$ cat config.mk
export PLATFORM = sky130hd
export DESIGN_NAME = traffic_light_timed_ctrl
export DESIGN_NICKNAME = d
export VERILOG_FILES = /design/src/rtl/traffic_light_timed_ctrl.sv
export SDC_FILE = /design/constraint.sdc
export NUM_CORES = 1
export LEC_CHECK = 0
export ABC_AREA = 0
export BUFFER_PORTS_ARGS = -buffer_cell sky130_fd_sc_hd__buf_4
export CAP_MARGIN = 20
export CORE_UTILIZATION = 40
export DETAILED_ROUTE_END_ITERATION = 16
export SKIP_LAST_GASP = 1
export SLEW_MARGIN = 30
export SYNTH_ARGS = -nofsm -noshare
export SYNTH_HDL_FRONTEND = slang
export SYNTH_SLANG_ARGS = --single-unit
$ cat constraint.sdc
create_clock -name clk -period 4.75 [get_ports clk]
set_clock_uncertainty 0.05 [all_clocks]
set_input_delay 0.95 -clock clk [delete_from_list [all_inputs] [get_ports clk]]
set_output_delay 0.95 -clock clk [all_outputs]
set_load 0.005 [all_outputs]
$ cat src/rtl/traffic_light_timed_ctrl.sv
`default_nettype none
// ============================================================================
// Module   : traffic_light_timed_ctrl
// Purpose  : Timed two-road intersection controller. Each phase has its own
//            dwell time, counted in tick_en strobes. The controller runs
//            all-red clearance phases between greens, latches pedestrian
//            requests and serves them with a WALK phase, and supports a
//            night flashing mode.
// Ports    : clk         - system clock
//            rst         - asynchronous, active-high reset
//            tick_en     - timing strobe; timer and state move only when high
//            ped_req     - pedestrian button (level, sampled every clk)
//            flash_mode  - request night flashing mode
//            ns_light    - NS lamps: 00 red, 01 yellow, 10 green, 11 dark
//            ew_light    - EW lamps, same encoding
//            walk        - pedestrian WALK lamp
//            ped_pending - pedestrian request latched and not yet served
//            phase       - current state code (debug)
// Revision : 1.0 - initial release
// ============================================================================
module traffic_light_timed_ctrl #(
    parameter int CNT_W        = 8,
    parameter int GREEN_TICKS  = 20,
    parameter int YELLOW_TICKS = 4,
    parameter int ALLRED_TICKS = 2,
    parameter int WALK_TICKS   = 10,
    parameter int FLASH_TICKS  = 5
) (
    input  logic       clk,
    input  logic       rst,
    input  logic       tick_en,
    input  logic       ped_req,
    input  logic       flash_mode,
    output logic [1:0] ns_light,
    output logic [1:0] ew_light,
    output logic       walk,
    output logic       ped_pending,
    output logic [2:0] phase
);

    typedef enum logic [2:0] {
        S_NS_G  = 3'd0,
        S_NS_Y  = 3'd1,
        S_AR1   = 3'd2,
        S_EW_G  = 3'd3,
        S_EW_Y  = 3'd4,
        S_AR2   = 3'd5,
        S_WALK  = 3'd6,
        S_FLASH = 3'd7
    } state_t;

    localparam logic [1:0] C_LAMP_RED    = 2'b00;
    localparam logic [1:0] C_LAMP_YELLOW = 2'b01;
    localparam logic [1:0] C_LAMP_GREEN  = 2'b10;
    localparam logic [1:0] C_LAMP_DARK   = 2'b11;

    // Timer reload values: a phase of N ticks loads N-1 and expires on the
    // tick that finds the timer at zero.
    localparam logic [CNT_W-1:0] C_GREEN_LD  = CNT_W'(GREEN_TICKS - 1);
    localparam logic [CNT_W-1:0] C_YELLOW_LD = CNT_W'(YELLOW_TICKS - 1);
    localparam logic [CNT_W-1:0] C_ALLRED_LD = CNT_W'(ALLRED_TICKS - 1);
    localparam logic [CNT_W-1:0] C_WALK_LD   = CNT_W'(WALK_TICKS - 1);
    localparam logic [CNT_W-1:0] C_FLASH_LD  = CNT_W'(FLASH_TICKS - 1);

    state_t           state_q,       state_d;
    logic [CNT_W-1:0] timer_q,       timer_d;
    logic             flash_on_q,    flash_on_d;
    logic             ped_pending_q, ped_pending_d;

    // ------------------------------------------------------------------
    // Next-state, timer and pedestrian latch
    // ------------------------------------------------------------------
    always_comb begin
        state_d    = state_q;
        timer_d    = timer_q;
        flash_on_d = flash_on_q;

        if (tick_en) begin
            if (timer_q == '0) begin
                unique case (state_q)
                    S_NS_G: begin
                        state_d = S_NS_Y;
                        timer_d = C_YELLOW_LD;
                    end
                    S_NS_Y: begin
                        state_d = S_AR1;
                        timer_d = C_ALLRED_LD;
                    end
                    S_AR1: begin
                        state_d = S_EW_G;
                        timer_d = C_GREEN_LD;
                    end
                    S_EW_G: begin
                        state_d = S_EW_Y;
                        timer_d = C_YELLOW_LD;
                    end
                    S_EW_Y: begin
                        state_d = S_AR2;
                        timer_d = C_ALLRED_LD;
                    end
                    S_AR2: begin
                        // Only decision point of the cycle: flashing takes
                        // priority over a waiting pedestrian.
                        if (flash_mode) begin
                            state_d    = S_FLASH;
                            timer_d    = C_FLASH_LD;
                            flash_on_d = 1'b1;
                        end else if (ped_pending_q) begin
                            state_d = S_WALK;
                            timer_d = C_WALK_LD;
                        end else begin
                            state_d = S_NS_G;
                            timer_d = C_GREEN_LD;
                        end
                    end
                    S_WALK: begin
                        state_d = S_NS_G;
                        timer_d = C_GREEN_LD;
                    end
                    S_FLASH: begin
                        // Leave flashing only at the end of a dark half so
                        // the last visible aspect is never cut short.
                        if (!flash_on_q && !flash_mode) begin
                            state_d = S_AR2;
                            timer_d = C_ALLRED_LD;
                        end else begin
                            flash_on_d = ~flash_on_q;
                            timer_d    = C_FLASH_LD;
                        end
                    end
                    default: begin
                        state_d = S_AR2;
                        timer_d = C_ALLRED_LD;
                    end
                endcase
            end else begin
                timer_d = timer_q - 1'b1;
            end
        end

        // Clearing on WALK entry wins over a same-cycle button press;
        // presses inside WALK are ignored.
        ped_pending_d = ped_pending_q;
        if (state_q != S_WALK && state_d == S_WALK) begin
            ped_pending_d = 1'b0;
        end else if (ped_req && state_q != S_WALK) begin
            ped_pending_d = 1'b1;
        end
    end

    always_ff @(posedge clk or posedge rst) begin
        if (rst) begin
            state_q       <= S_AR2;
            timer_q       <= C_ALLRED_LD;
            flash_on_q    <= 1'b0;
            ped_pending_q <= 1'b0;
        end else begin
            state_q       <= state_d;
            timer_q       <= timer_d;
            flash_on_q    <= flash_on_d;
            ped_pending_q <= ped_pending_d;
        end
    end

    // ------------------------------------------------------------------
    // Output decode of registered state only
    // ------------------------------------------------------------------
    always_comb begin
        ns_light = C_LAMP_RED;
        ew_light = C_LAMP_RED;
        walk     = 1'b0;
        unique case (state_q)
            S_NS_G:  ns_light = C_LAMP_GREEN;
            S_NS_Y:  ns_light = C_LAMP_YELLOW;
            S_EW_G:  ew_light = C_LAMP_GREEN;
            S_EW_Y:  ew_light = C_LAMP_YELLOW;
            S_WALK:  walk     = 1'b1;
            S_FLASH: begin
                ns_light = flash_on_q ? C_LAMP_YELLOW : C_LAMP_DARK;
                ew_light = flash_on_q ? C_LAMP_YELLOW : C_LAMP_DARK;
            end
            default: begin
                ns_light = C_LAMP_RED;
                ew_light = C_LAMP_RED;
            end
        endcase
    end

    assign ped_pending = ped_pending_q;
    assign phase       = state_q;

endmodule
`default_nettype wire
==> results of run 1 <==
per-layer routing:
layer	up-vias	GRT usage, %
li1	374	-
met4	0	7.35
met1	356	20.9
met2	10	27.2
met5	-	0
met3	2	1.89
final cells by class:
class                   count  area [um^2]  share of cell area (%)
well taps                  27         33.8                    3.39
repair buffers             13         97.6                    9.80
clock buffers               4         26.3                    2.64
inverters                  10         37.5                    3.77
flip-flops and latches     13          329                    33.0
multi-input cells          70          472                    47.4
metrics by stage:
step                power (mW)  hold slack (ps)  util (%)
floorplan                0.331              454         -
global placement         0.390              501      48.4
detailed placement       0.394              511      48.4
CTS                      0.464              530      49.8
global route             0.499              556      49.8
finish                   0.459              524      49.8
sequential cells by signal (all words and copies together) (netlist names):
signal       count
phase            3
flash_on_q       1
timer_q          8
ped_pending      1
critical path, cell delays in order, from the launching register on:
cell     delay (ps)
dfstp_2         660
and2_1          230
nand2_1          80
o21ai_0         150
buf_4           130
power by group:
part | total (mW) | switching, mW | internal [mW]
Sequential | 0.216 | 0.0628 | 0.154
Clock | 0.0679 | 0.0354 | 0.0325
Combinational | 0.175 | 0.0818 | 0.0931
kinds of logic after synthesis:
family                     share of synthesized area [%]
adders and majority gates                           2.91
and+or+nand+nor                                     26.6
DFF                                                 38.2
buffers and inverters                               6.98
AOI/OAI and AO/OA                                   22.8
muxes                                               2.47
placed cells by master, fill, tap and decap left out, types with 2 or more instances in the layout:
cell	n
a21oi_1	6
a22o_2	2
a22oi_1	2
and2_1	2
buf_4	13
clkbuf_4	3
dfrtp_1	10
dfstp_2	3
ha_1	2
inv_1	10
nand2_1	7
nand2b_1	3
nand3_1	2
nor2_1	6
nor3_1	2
nor3b_1	4
o21ai_0	10
o22ai_1	2
final timing paths:
check | startpoint | end | slack [ps] | cells after the start
setup / recovery | phase[2] | ns_light[1] | 2230 | 4
hold / removal | flash_on_q | flash_on_q | 520 | 1
setup reg to reg | timer_q[0] | timer_q[1] | 2870 | 6
hold reg to reg | flash_on_q | flash_on_q | 520 | 1
max in group asynchronous | rst | phase[2] | 3640 | 2
min in group asynchronous | rst | flash_on_q | 650 | 2
==> impl_results.md, run 1 <==
* ANT cells at 0
* Fillers at 192
* Top routing layer in use: met4
* CTS tree: done
* H-tree Lvls at 1
* Sequential area share after synthesis at 38.2%
* Crit path kind: register to primary output
* Hold/Removal Path Class: register to register
* Global-route wire length before repair at 2990 um
* Layout Cells excl Fill at 137
* Critical path arrival at 1520 ps
* # setup viols final at 0
* Clock Tree Buf Depth at 2
* DR vias at 742
* Largest cells by area after synthesis: dfrtp_1 (29%), dfstp_2 (9.2%), o21ai_0 (5.8%)
* CP required at 3750 ps
* Synth top cells by count: dfrtp_1 (10), inv_1 (10), o21ai_0 (10)
* Total grt overflow at 0
* Synth Area per Inst at 8.87 um^2
* Nets at 118
* Max Clk Rate at 396 MHz
* # Max-Cap Violations at 0
* Root Driver: clkbuf_4
* Final min period at 2520 ps
* Post-synth ARST share at 100%
* Startpoint Class: register
* Final-report max-slew violation count at 0
* Post-DP Area at 970 um^2
* Largest net degree at the start of global routing at 16
* Wire length on met1 at 895 um
* Synth-to-Final Area Change at 15.7%
* Power density over the cells at 461 nW/um^2
* Ports at 14
* CTS Sinks at 13
* RSZ-0062 raised after global routing: false
* Critical-path maximum fanout at 15
* Die height at 48.4 um
* Hpwl dp at 1270 um
* Peak VDD IR at 0.272 mV
* Top-area cell type share of the netlist area at 29.1%
* Postcts setup bufs at 0
* DP Worst Slack at 2520 ps
* Post-Synthesis Cells at 97
* Slack of the critical path at 2230 ps
* DRC at 0
* Antenna Nets Post-Route at 0
* Chip Width at 48.4 um
* Final period util at 53.1%
* Post-synth top area cell: dfrtp_1
* Routed WL at 1750 um
* Initial antenna violation count at 0
* Leakage at 0.455 nW
* Worst-Margin Slew at 509 ps
* Final setup TNS at 0 ps
* Clock latency on the worst-skew pair at 270 ps
* Initial DRC count at 11
* DR WL met3 at 38 um
* Core Rows at 16
* Total track usage at 16.2%
* Syn_nets at 104
* Synth unique cells at 38
* Final hold vios at 0
* Main synth FF type: dfrtp_1
* Cell area after layout at 996 um^2
* Rel. slew slack at 66.1%
* Vias per cell at 5.42
* Yosys warns at 0
* Status: complete, no violations
* Post-Place Cells at 133
* Hold Buf Count CTS at 0
* Port bufs at 13
* Crit end category: primary output
* TritonCTS buffer count at 3
* Share of layout cells above drive strength 1 at 25.5%
* Wire per inst at 12.8 um
* Core box area at 2000 um^2
* Starting density of the core at 43.0%
* Clock transition at the registers of the reported paths at 80 ps
* Synthesized flop and latch total at 13
* Die footprint at 2340 um^2
* Vias in the first global route at 694
* Pre-antenna DRT Iters at 4
* Post-Syn Area at 861 um^2
* Gp weighted congestion at 0.779
* # resized after CTS at 0
* EDFF count, synth at 0
* Wire length on met2 at 801 um
No activity file was read; power rests on OpenSTA's default activity.
==> run 2: changes to the inputs <==
ABC_AREA = 1   (was 0)
clock period = 2.6 ns   (was 4.75 ns; I/O delays follow)
==> run 2 against run 1 <==
Global-route usage up 2.1 points. Die area is 5.7% higher. Cell area increased by 5.9%. Combinational power is 140% higher. Non-clock buffer count did not move. Worst hold slack worse by 310 ps. Critical path type unchanged. Largest cell class unchanged.
==> impl_results.md, run 2 <==
* CP cell instances: inv_2, nand2_1, nor2_1, inv_1, o21ai_0, buf_4
* Critical path's slowest cell: dfstp_2
* Clock Tree Buf Depth at 2 (unchanged)
* Die footprint at 2480 um^2 (+5.7%)
* Synthesized flop and latch total at 13 (unchanged)
* Initial DRC count at 11 (unchanged)
* Crit end category: primary output
* ANT cells at 0 (unchanged)
* # Max-Cap Violations at 0 (unchanged)
* Post-Synthesis Cells at 128 (+32%)
* Worst stage delay on the critical path at 630 ps (-30 ps)
* Core Rows at 16 (unchanged)
* Leakage at 0.520 nW (+14%)
* CP required at 2030 ps (-1720 ps)
* Synth unique cells at 28 (-26%)
* Final setup TNS at 0 ps (unchanged)
* Max reg flops at 8 (unchanged)
* Routed WL at 2060 um (+18%)
* Global-route wire length before repair at 3350 um (+12%)
* Post-synth top area cell: dfrtp_1
* WHS at 216 ps (-308 ps)
* Post-synth ARST share at 100% (unchanged)
* TritonCTS buffer count at 3 (unchanged)
* EDFF count, synth at 0 (unchanged)
* Top-area cell type share of the netlist area at 27.4% (-1.6 points)
* Total track usage at 18.3% (+2.1 points)
* Count leader, synth: nand2_1
* Die height at 49.8 um (+2.8%)
* Sequential area share after synthesis at 36.1% (-2.1 points)
* Pre-antenna DRT Iters at 4 (unchanged)
* Main synth FF type: dfrtp_1
* RSZ-0062 raised after global routing: false
* Hpwl dp at 1620 um (+27%)
* Hold Buf Count CTS at 0 (unchanged)
* Share of layout cells above drive strength 1 at 28.0% (+2.5 points)
* Synth-to-Final Area Change at 15.6% (about the same)
* Crit path kind: register to primary output
* RR Endpoint: ped_pending
* Postcts setup bufs at 0 (unchanged)
* Power density over the cells at 850 nW/um^2 (+84%)
* Clock latency on the worst-skew pair at 270 ps (about the same)
* Synth Area per Inst at 7.13 um^2 (-20%)
* Synth top cells by count: nand2_1 (25), nor2_1 (18), inv_1 (12)
* Final period util at 78.5%
* Syn_nets at 135 (+30%)
* Core box area at 2040 um^2 (+2.0%)
* Reg2reg path depth at 11 (+5)
* Initial antenna violation count at 0 (unchanged)
* Commonest cells after routing, fill and taps aside: nand2_1 (25), nor2_1 (18), buf_4 (13)
* CTS tree: done
* # resized after CTS at 0 (unchanged)
* Critical path arrival at 1470 ps (-50 ps)
* Wire per inst at 12.1 um (-5.2%)
* # setup viols final at 0 (unchanged)
* Rel. slew slack at 66.6% (+0.51 points)
* Root Driver: clkbuf_4
* Final hold vios at 0 (unchanged)
* CTS Sinks at 13 (unchanged)
* Total grt overflow at 0 (unchanged)
* Clock transition at the registers of the reported paths at 80 ps (about the same)
* Reg2reg start: timer_q[0]
* DRC at 0 (unchanged)
* Port bufs at 13 (unchanged)
* Vias per cell at 5.09 (-5.9%)
* Peak VDD IR at 0.536 mV (+97%)
* Starting density of the core at 44.7% (+1.7 points)
* Worst-Margin Slew at 501 ps (-7.60 ps)
* Ports at 14 (unchanged)
* Max Clk Rate at 490 MHz
* Final-report max-slew violation count at 0 (unchanged)
* Fillers at 222 (+16%)
* Chip Width at 49.8 um (+2.8%)
* Gp weighted congestion at 0.912 (+17%)
* Antenna Nets Post-Route at 0 (unchanged)
* Largest cells by area after synthesis: dfrtp_1 (27%), nand2_1 (10%), dfstp_2 (8.6%)
* Final min period at 2040 ps
* Largest Register: timer_q
* Vias in the first global route at 775 (+12%)
* Post-Syn Area at 912 um^2 (+6.0%)
* Critical-path maximum fanout at 10 (-5)
* Hold/Removal Path Class: input pin to asynchronous set/reset pin
* Status: complete, no violations
* Yosys warns at 0 (unchanged)
* Most common cell after layout, fill and taps aside: nand2_1
* DR vias at 866 (+17%)
* H-tree Lvls at 1 (unchanged)
* Largest net degree at the start of global routing at 14 (-2)
* Startpoint Class: register
* Nets at 151 (+28%)
* R2r setup slk at 970 ps (-1900 ps)
## run 2: cell count changes in the layout (fill, tap and decap cells not counted), sizes merged, moves of 3 or more
cell / before / now
nand2: 7 / 31
nand3: 3 / 9
inv: 10 / 18
nor3b: 4 / 0
nor2: 6 / 22
a22o: 3 / 0
nand2b: 3 / 0
## run 2: worst max-delay path by stage
stage	cells after the start	from	end	slack [ps]
6_report	6	phase[2]	ns_light[1]	560
5_1_grt	6	phase[2]	ns_light[1]	440
4_1_cts	6	phase[2]	ns_light[1]	560
3_5_place_dp	6	phase[2]	ns_light[1]	880
3_3_place_gp	6	phase[2]	ns_light[1]	940
2_1_floorplan	6	phase[2]	ns_light[1]	1040
## run 2: critical path, delay by kind of cell, from the launching register on
kind | cells | cell delay (ps)
AOI/OAI and AO/OA | 1 | 90
buffers and inverters | 3 | 290
DFF | 1 | 630
and+or+nand+nor | 2 | 170
## run 2: where the power goes
part	switching [mW]	total, mW	internal, mW	leakage [nW]
clock	0.0663	0.126	0.0594	0.0150
combinational	0.242	0.416	0.174	0.354
sequential	0.0798	0.355	0.275	0.151
total	0.388	0.897	0.509	0.520
## run 2: logic make-up (layout without fill, tap and decap cells)
group	Yosys count	in the layout	synth area share, %
and+or+nand+nor	69	69	37.0
AOI/OAI and AO/OA	22	22	13.6
xor gates and xnor gates	1	1	0.960
DFF	13	13	36.1
adders and majority gates	2	2	2.74
buffers and inverters	21	36	9.60
## run 2: per-stage QoR
step	util (%)	instance area [um^2]	cells	worst slack [ps]	total power [mW]
6_report	51.7	1050	170	558	0.897
5_1_grt	51.7	1050	170	436	0.979
4_1_cts	51.7	1050	170	556	0.906
3_5_place_dp	50.4	1030	166	880	0.775
3_3_place_gp	50.4	1030	166	937	0.774
2_1_floorplan	-	912	128	1040	0.632
## run 2: per-layer routing
metal	GRT usage [%]	vias to the layer above	routed length, um
met3	2.78	2	91
met1	22.8	402	939
met4	10.0	0	23
li1	-	440	-
met2	30.0	22	1000
met5	0	-	0
## run 2: layout make-up
| class | count | area [um^2] | share of cell area [%] |
|---|---|---|---|
| clock buffer | 4 | 26.3 | 2.49 |
| inverter | 19 | 72.6 | 6.88 |
| multi-input combinational | 94 | 495 | 47.0 |
| sequential | 13 | 329 | 31.2 |
| tap | 27 | 33.8 | 3.20 |
| timing repair buffer | 13 | 97.6 | 9.25 |
